**src/rtl/vga_if.sv**
```systemverilog
// VGA timing and colour bundle passed between pipeline stages of the display chain.
interface vga_if;
  logic [10:0] hcount;
  logic [10:0] vcount;
  logic        hsync;
  logic        vsync;
  logic        hblnk;
  logic        vblnk;
  logic [11:0] rgb;

  modport in (
    input hcount, vcount, hsync, vsync, hblnk, vblnk, rgb
  );

  modport out (
    output hcount, vcount, hsync, vsync, hblnk, vblnk, rgb
  );
endinterface

```
**src/rtl/draw_sprite.sv**
```systemverilog
// Two-stage sprite compositor: overlays a SPR_W x SPR_H ROM sprite onto the VGA stream.
// Optional colour keying is enabled by defining DRAW_SPRITE_TRANSPARENT_EN.
module draw_sprite #(
  parameter int          SPR_W   = 32,
  parameter int          SPR_H   = 16,
  parameter logic [11:0] KEY_RGB = 12'h0F0
) (
  input  logic                             clk,
  input  logic                             rst,
  vga_if.in                                vga_in,
  vga_if.out                               vga_out,
  input  logic [10:0]                      xpos,
  input  logic [10:0]                      ypos,
  output logic [$clog2(SPR_W*SPR_H)-1:0]   rom_addr,
  input  logic [11:0]                      rom_data
);

  localparam int XW = $clog2(SPR_W);
  localparam int YW = $clog2(SPR_H);
  localparam int AW = XW + YW;

  logic          vblnk_d_r;
  logic [10:0]   xpos_l_r;
  logic [10:0]   ypos_l_r;

  logic [10:0]   s1_hcount_r;
  logic [10:0]   s1_vcount_r;
  logic          s1_hsync_r;
  logic          s1_vsync_r;
  logic          s1_hblnk_r;
  logic          s1_vblnk_r;
  logic [11:0]   s1_rgb_r;
  logic          s1_hit_r;
  logic [AW-1:0] rom_addr_r;

  logic          vblnk_rise_s;
  logic [11:0]   x_end_s;
  logic [11:0]   y_end_s;
  logic          hit_s;
  logic [XW-1:0] dx_s;
  logic [YW-1:0] dy_s;
  logic          key_s;
  logic [11:0]   rgb_s;

  assign rom_addr = rom_addr_r;

  // Hit test and ROM address; edge sums are 12 bits so a sprite near column/row 2047 cannot wrap to 0.
  always_comb begin
    vblnk_rise_s = vga_in.vblnk & ~vblnk_d_r;
    x_end_s      = {1'b0, xpos_l_r} + 12'(SPR_W);
    y_end_s      = {1'b0, ypos_l_r} + 12'(SPR_H);
    dx_s         = XW'(vga_in.hcount - xpos_l_r);
    dy_s         = YW'(vga_in.vcount - ypos_l_r);
    if ((vga_in.hcount >= xpos_l_r) && ({1'b0, vga_in.hcount} < x_end_s) &&
        (vga_in.vcount >= ypos_l_r) && ({1'b0, vga_in.vcount} < y_end_s) &&
        !vga_in.hblnk && !vga_in.vblnk) begin
      hit_s = 1'b1;
    end else begin
      hit_s = 1'b0;
    end
  end

  // Colour key detection on the ROM pixel.
  always_comb begin
`ifdef DRAW_SPRITE_TRANSPARENT_EN
    if (rom_data == KEY_RGB) begin
      key_s = 1'b1;
    end else begin
      key_s = 1'b0;
    end
`else
    key_s = 1'b0;
`endif
  end

  // Stage-2 colour selection; blanking forces black.
  always_comb begin
    if (s1_hblnk_r || s1_vblnk_r) begin
      rgb_s = 12'h000;
    end else if (s1_hit_r && !key_s) begin
      rgb_s = rom_data;
    end else begin
      rgb_s = s1_rgb_r;
    end
  end

  // Vblank history and frame-boundary position latch.
  always_ff @(posedge clk) begin
    if (rst) begin
      vblnk_d_r <= 1'b0;
      xpos_l_r  <= 11'd0;
      ypos_l_r  <= 11'd0;
    end else begin
      vblnk_d_r <= vga_in.vblnk;
      if (vblnk_rise_s) begin
        xpos_l_r <= xpos;
        ypos_l_r <= ypos;
      end
    end
  end

  // Stage 1: timing, background, hit flag and ROM address.
  always_ff @(posedge clk) begin
    if (rst) begin
      s1_hcount_r <= 11'd0;
      s1_vcount_r <= 11'd0;
      s1_hsync_r  <= 1'b0;
      s1_vsync_r  <= 1'b0;
      s1_hblnk_r  <= 1'b0;
      s1_vblnk_r  <= 1'b0;
      s1_rgb_r    <= 12'h000;
      s1_hit_r    <= 1'b0;
      rom_addr_r  <= {AW{1'b0}};
    end else begin
      s1_hcount_r <= vga_in.hcount;
      s1_vcount_r <= vga_in.vcount;
      s1_hsync_r  <= vga_in.hsync;
      s1_vsync_r  <= vga_in.vsync;
      s1_hblnk_r  <= vga_in.hblnk;
      s1_vblnk_r  <= vga_in.vblnk;
      s1_rgb_r    <= vga_in.rgb;
      s1_hit_r    <= hit_s;
      rom_addr_r  <= {dy_s, dx_s};
    end
  end

  // Stage 2: registered composited output.
  always_ff @(posedge clk) begin
    if (rst) begin
      vga_out.hcount <= 11'd0;
      vga_out.vcount <= 11'd0;
      vga_out.hsync  <= 1'b0;
      vga_out.vsync  <= 1'b0;
      vga_out.hblnk  <= 1'b0;
      vga_out.vblnk  <= 1'b0;
      vga_out.rgb    <= 12'h000;
    end else begin
      vga_out.hcount <= s1_hcount_r;
      vga_out.vcount <= s1_vcount_r;
      vga_out.hsync  <= s1_hsync_r;
      vga_out.vsync  <= s1_vsync_r;
      vga_out.hblnk  <= s1_hblnk_r;
      vga_out.vblnk  <= s1_vblnk_r;
      vga_out.rgb    <= rgb_s;
    end
  end

endmodule

```
**src/flat_wrapper.sv**
```systemverilog
// flat-port wrapper written by rule: the top's interface ports become plain ports
module draw_sprite_flat 
#(
  parameter int          SPR_W   = 32,
  parameter int          SPR_H   = 16,
  parameter logic [11:0] KEY_RGB = 12'h0F0
)
  (clk, rst, xpos, ypos, rom_addr, rom_data, vga_in_hcount, vga_in_vcount, vga_in_hsync, vga_in_vsync, vga_in_hblnk, vga_in_vblnk, vga_in_rgb, vga_out_hcount, vga_out_vcount, vga_out_hsync, vga_out_vsync, vga_out_hblnk, vga_out_vblnk, vga_out_rgb);
  vga_if vga_in_i ();
  vga_if vga_out_i ();
  input  logic clk;
  input  logic rst;
  input  logic [10:0] xpos;
  input  logic [10:0] ypos;
  output logic [$clog2(SPR_W*SPR_H)-1:0] rom_addr;
  input  logic [11:0] rom_data;
  input wire logic [$bits(vga_in_i.hcount)-1:0] vga_in_hcount;
  input wire logic [$bits(vga_in_i.vcount)-1:0] vga_in_vcount;
  input wire logic [$bits(vga_in_i.hsync)-1:0] vga_in_hsync;
  input wire logic [$bits(vga_in_i.vsync)-1:0] vga_in_vsync;
  input wire logic [$bits(vga_in_i.hblnk)-1:0] vga_in_hblnk;
  input wire logic [$bits(vga_in_i.vblnk)-1:0] vga_in_vblnk;
  input wire logic [$bits(vga_in_i.rgb)-1:0] vga_in_rgb;
  output wire logic [$bits(vga_out_i.hcount)-1:0] vga_out_hcount;
  output wire logic [$bits(vga_out_i.vcount)-1:0] vga_out_vcount;
  output wire logic [$bits(vga_out_i.hsync)-1:0] vga_out_hsync;
  output wire logic [$bits(vga_out_i.vsync)-1:0] vga_out_vsync;
  output wire logic [$bits(vga_out_i.hblnk)-1:0] vga_out_hblnk;
  output wire logic [$bits(vga_out_i.vblnk)-1:0] vga_out_vblnk;
  output wire logic [$bits(vga_out_i.rgb)-1:0] vga_out_rgb;
  assign vga_in_i.hcount = vga_in_hcount;
  assign vga_in_i.vcount = vga_in_vcount;
  assign vga_in_i.hsync = vga_in_hsync;
  assign vga_in_i.vsync = vga_in_vsync;
  assign vga_in_i.hblnk = vga_in_hblnk;
  assign vga_in_i.vblnk = vga_in_vblnk;
  assign vga_in_i.rgb = vga_in_rgb;
  assign vga_out_hcount = vga_out_i.hcount;
  assign vga_out_vcount = vga_out_i.vcount;
  assign vga_out_hsync = vga_out_i.hsync;
  assign vga_out_vsync = vga_out_i.vsync;
  assign vga_out_hblnk = vga_out_i.hblnk;
  assign vga_out_vblnk = vga_out_i.vblnk;
  assign vga_out_rgb = vga_out_i.rgb;
  draw_sprite #(.SPR_W(SPR_W), .SPR_H(SPR_H), .KEY_RGB(KEY_RGB)) u_core (.clk(clk), .rst(rst), .vga_in(vga_in_i), .vga_out(vga_out_i), .xpos(xpos), .ypos(ypos), .rom_addr(rom_addr), .rom_data(rom_data));
endmodule
```
**config.mk**
```make
export PLATFORM = sky130hd
export DESIGN_NAME = draw_sprite_flat
export DESIGN_NICKNAME = d
export VERILOG_FILES = /design/src/rtl/vga_if.sv /design/src/rtl/draw_sprite.sv /design/src/flat_wrapper.sv
export SDC_FILE = /design/constraint.sdc
export NUM_CORES = 1
export LEC_CHECK = 0
export CAP_MARGIN = 20
export CORE_MARGIN = 5
export CORE_UTILIZATION = 51
export CTS_CLUSTER_SIZE = 12
export DETAILED_ROUTE_END_ITERATION = 10
export GPL_ROUTABILITY_DRIVEN = 0
export PLACE_DENSITY = 0.85
export SETUP_SLACK_MARGIN = 0.15
export SYNTH_ARGS = -nofsm -noshare
export SYNTH_HDL_FRONTEND = slang
export SYNTH_SLANG_ARGS = --single-unit
export TNS_END_PERCENT = 1
```
**constraint.sdc**
```tcl
create_clock -name clk -period 5.18 [get_ports clk]
set_clock_uncertainty 0.1 [all_clocks]
set_input_delay 0.777 -clock clk [delete_from_list [all_inputs] [get_ports clk]]
set_output_delay 0.777 -clock clk [all_outputs]
set_load 0.01 [all_outputs]
```
Word-level counts from Yosys, hierarchy flattened
Cells that the tools add are included.

Register bits after elaboration: 108. Input bits: 74.

$add $sub $neg: 4. Muxes and demuxes: 2. Reduce and logical (&&, ||, !) cells: 9. $lt $le $gt $ge: 4. Bitwise operators: 2.

Operators with widths (count): $lt A11 B12 Y1 (2); $ge A11 B11 Y1 (2); $add A11 B5 Y12 const B (1); $add A11 B6 Y12 const B (1); $mux W12 (1); $logic_and A1 B1 Y1 (5); $sub A5 B5 Y5 (1); $sub A4 B4 Y4 (1); $logic_not A1 Y1 (2); $reduce_or A2 Y1 (1); $and A1 B1 Y1 (1); $logic_or A1 B1 Y1 (1); $mux W1 (1); $not A1 Y1 (1).

Longest topological paths before layout
Word-level depth: 8. Mapped depth: 10. Depth with buffers taken out: 10.

Least setup slack after synthesis
No wires, ideal clock.

Path type: input to register. From: input port vga_in_hcount[0]. To: register u_core.s1_hit_r. Arrival: 2392 ps. Slack: 2628 ps. Stages: 10. Cell sequence: inv_1 ha_1 inv_1 fa_1 a211o_2 o211ai_1 a211o_1 a32oi_1 a311oi_1 o311a_1.

Cells in the longest elaborated chain, start to end: 7. Elaborated cells between the ends (all ways): 8. Those cells by class: 2 x order compare; 1 x mux; 5 x reduce/logical.

RTL lines: start: declaration (RTL line flat_wrapper.sv:17) `input wire logic [$bits(vga_in_i.hcount)-1:0] vga_in_hcount;`; $lt A11 B12 Y1 / $ge A11 B11 Y1 (equally long branches) (RTL line draw_sprite.sv:54) `if ((vga_in.hcount >= xpos_l_r) && ({1'b0, vga_in.hcount} < x_end_s) &&`; $logic_and A1 B1 Y1 * (2 in a row) (RTL line draw_sprite.sv:54); $logic_and A1 B1 Y1 * (2 in a row) (RTL line draw_sprite.sv:55) `(vga_in.vcount >= ypos_l_r) && ({1'b0, vga_in.vcount} < y_end_s) &&`; $logic_and A1 B1 Y1 * (RTL line draw_sprite.sv:56) `!vga_in.hblnk && !vga_in.vblnk) begin`; $mux W1 * (RTL line draw_sprite.sv:54); end signal: assignment (RTL line draw_sprite.sv:122) `s1_hit_r <= hit_s;`; end: declaration (RTL line draw_sprite.sv:33) `logic s1_hit_r;`.

Mark *: on every way between the ends. The rest lies on a longest branch, timed or not. A chain may end at the register's enable or synchronous reset.

Worst setup path after layout
Ends and elaborated chain as after synthesis.

==> results.py <==
metrics = {
    "run_status": {
        "status": "finished clean",
    },
    "routing": {
        "drt-pass1-iter-count": 4,
        "ant_nets": 0,
        "drt_iter0_drc": 109,
        "via_per_inst": 4.991,
        "drt-total-wl_um": 9478,
        "drc": 0,
        "vias": 3304,
        "wl_per_cell_um": 14.32,
    },
    "sta": {
        "drv_slew": 0,
        "setup_viol": 0,
        "post-route-period-util_pct": 54.31,
        "fmax_mhz": 355.5,
        "rsz0062_at_grt": "false",
        "worst_pin_slew_ns": 0.9256,
        "hold_slack_ns": 0.3407,
        "hold_viol": 0,
        "slew_headroom_pct": 38.30,
        "fin_tns_setup_ns": 0,
        "finalCriticalPeriod_ns": 2.813,
    },
    "setup_path": {
        "timing_worst_setup_path_type": "primary input to flip-flop",
        "critical-path-top-delay-family": "compound AO/OA/AOI/OAI gates",
        "path_max_fanout": 3,
        "crit_arrival_ns": 3.03,
        "cp.buffers_inverters": 3,
        "cp-startpoint": "vga_in_hcount[0]",
        "reg2reg_depth": 10,
        "slowest_delay_ns": 0.42,
        "worst_setup_path_end_kind": "flip-flop",
        "reg2reg_from": "u_core.xpos_l_r[7]$_SDFFE_PP0P_",
        "cp_common_cell": "inv_1",
        "crit_required_ns": 5.39,
        "start_kind": "primary input",
        "worstPathCellList": "clkdlybuf4s50_1 > inv_1 > ha_1 > inv_1 > fa_1 > a211o_2 > o211ai_1 > a211o_1 > a32oi_1 > a311oi_1 > o311a_1",
        "crit_cells": 11,
        "worst_path_max_delay_cell": "fa_1",
    },
    "logic_synthesis": {
        "synth_seq_cells": 108,
        "yosys.area.top_type_share_pct": 50.82,
        "synthArstFlopShare_pct": 0,
        "yosys-top-cells-area": "dfxtp_1 51%, ha_1 11%, nor2b_1 9.6%, nand2_1 4.0%, a21oi_1 3.4%",
        "synth-edff-count": 0,
        "syn-num-nets": 548,
        "ys.flop_type": "dfxtp_1",
        "avgSynthCellArea_um2": 9.779,
        "yosysWarnings": 0,
        "yosysTopAreaCell": "dfxtp_1",
        "syn-instance-count": 435,
        "syn_area_um2": 4254,
        "yosysSeqAreaShare_pct": 50.82,
        "synth_cell_types": 42,
    },
    "pwr": {
        "p_sw_uw": 427.0,
        "p_comb_share_pct": 15.9,
        "power_density_nw_per_um2": 286.9,
        "p_leak_nw": 2.226,
        "seq_power_share_pct": 54.3,
        "internal_power_mw": 1.217,
        "power_switching_share_pct": 25.98,
        "power_mw": 1.644,
        "peakVddDrop_v": 0.0001552,
        "clockPowerShare_pct": 29.9,
    },
    "cells_and_area": {
        "final_common_cell": "clkdlybuf4s50_1",
        "layout_common_cells": "119 x clkdlybuf4s50_1, 108 x dfxtp_1, 65 x nor2b_1, 45 x nand2_1, 37 x ha_1",
        "area_growth_pct": 34.68,
        "drive_above_1_share_pct": 4.129,
        "antennaDiodeCount": 0,
        "fin_nets": 665,
        "num-fill-cells": 613,
    },
    "cts": {
        "post_cts_buffers": 0,
        "clockRootBuffer": "clkbuf_8",
        "cts_buffers": 9,
        "clkTransAtPathRegs_ns": 0.10,
        "clock_sinks": 108,
        "tritoncts": "yes",
        "worst_skew_pair.late_latency_ns": 0.37,
        "clockBufferDepth": 2,
        "htreeDepth": 3,
        "cts_resized": 0,
        "cts.hold.buffers_added": 0,
    },
    "floorplanning": {
        "start_util_pct": 52.04,
        "pin_count": 121,
        "die_h_um": 101.3,
        "fp.dieW_um": 101.3,
        "coreArea_um2": 8175,
        "die_area_um2": 10270,
        "rows": 33,
    },
    "worst_hold_path": {
        "hold_class": "flip-flop to flip-flop",
        "whs_path_depth": 1,
        "hp-start": "u_core.s1_vcount_r[9]$_SDFF_PP0_",
    },
    "global_routing": {
        "grt_usage_pct": 19.58,
        "antenna_found_initial": 0,
        "grt_pass1_vias": 3499,
        "grt_max_degree": 61,
        "overflow": 0,
        "grt_pass1_wl_um": 15860,
    },
    "place": {
        "hpwlAfterDp_um": 7394,
        "io_buffers": 120,
    },
    "job": {
        "drv_cap": 0,
    },
}
## path summary, 6_finish.rpt
check,slack [ns],end
worst min-delay path,0.34,u_core.vga_out.vcount[9]$_SDFF_PP0_
worst min register to register,0.34,u_core.vga_out.vcount[9]$_SDFF_PP0_
worst max register to register,2.83,u_core.s1_hit_r$_SDFF_PP0_
worst max-delay path,2.37,u_core.s1_hit_r$_SDFF_PP0_
## cell usage after synthesis (2+ instances only)
cell       instances
clkbuf_1          13
o21ai_0            8
mux2i_1           12
a21o_1             3
a21oi_1           29
a211oi_1           3
nand3_1            8
xnor2_1           11
nand2b_1           4
a2111oi_0          2
inv_1             27
fa_1               2
nand2_1           45
nor2b_1           65
ha_1              37
nand4_1            3
a211o_1            2
nor2_1            26
buf_1              2
nor3_1             3
dfxtp_1          108
xor2_1             2
## sequential cells by signal, indices dropped and copies added (netlist names)
name,flops
u_core.rom_addr,9
u_core.vga_out.vblnk,1
u_core.s1_hit_r,1
u_core.vga_out.hsync,1
u_core.xpos_l_r,11
u_core.s1_vsync_r,1
u_core.ypos_l_r,11
u_core.s1_hcount_r,11
u_core.s1_vcount_r,11
u_core.s1_hblnk_r,1
u_core.vga_out.hcount,11
u_core.vga_out.rgb,12
u_core.vga_out.hblnk,1
u_core.vga_out.vsync,1
u_core.vblnk_d_r,1
u_core.vga_out.vcount,11
u_core.s1_hsync_r,1
u_core.s1_rgb_r,12
## power by group through the flow
stage | Sequential, mW | Clock [mW] | Combinational (mW)
final | 0.892 | 0.491 | 0.261
after global routing | 0.897 | 0.543 | 0.290
after CTS | 0.892 | 0.501 | 0.262
after detailed placement | 0.911 | 0 | 0.260
after global placement | 0.909 | 0 | 0.251
after floorplan | 0.916 | 0 | 0.122
## per-stage QoR
stage | cell area [µm²] | setup WS (ns) | std cells | utilization, %
detailed placement | 5535 | 2.038 | 646 | 67.71
global placement | 5535 | 2.095 | 646 | 67.71
CTS | 5729 | 2.395 | 662 | 70.08
global route | 5729 | 2.197 | 662 | 70.08
floorplan | 4254 | 2.628 | 435 | -
finish | 5729 | 2.367 | 662 | 70.08
## metal layers
metal	up-vias	wire length (µm)	track usage, %
met3	12	648	5.716
li1	1668	-	-
met1	1522	3993	22.67
met2	102	4691	34.81
met4	0	143	6.033
met5	-	0	0
## area by class of cell
class	instances	area (µm²)	share of cell area, %
Inverter	27	101.3	1.769
Timing Repair Buffer	122	1211	21.14
Multi-Input combinational cell	284	1929	33.68
Clock inverter	6	56.30	0.9827
Clock buffer	10	137.6	2.402
Tap cell	105	131.4	2.293
Sequential cell	108	2162	37.74
## kinds of logic (layout without fill, tap and decap cells)
kind of cell               after synthesis  count (layout)  share of synthesized area, %
buffers and inverters                   43             165                         3.824
muxes                                   12              12                         2.824
and+or+nand+nor                        160             160                         19.15
AOI/OAI and AO/OA                       60              60                         8.883
xor gates and xnor gates                13              13                         2.676
adders and majority gates               39              39                         11.82
DFF                                    108             108                         50.82
No activity file was read; power rests on OpenSTA's default activity.
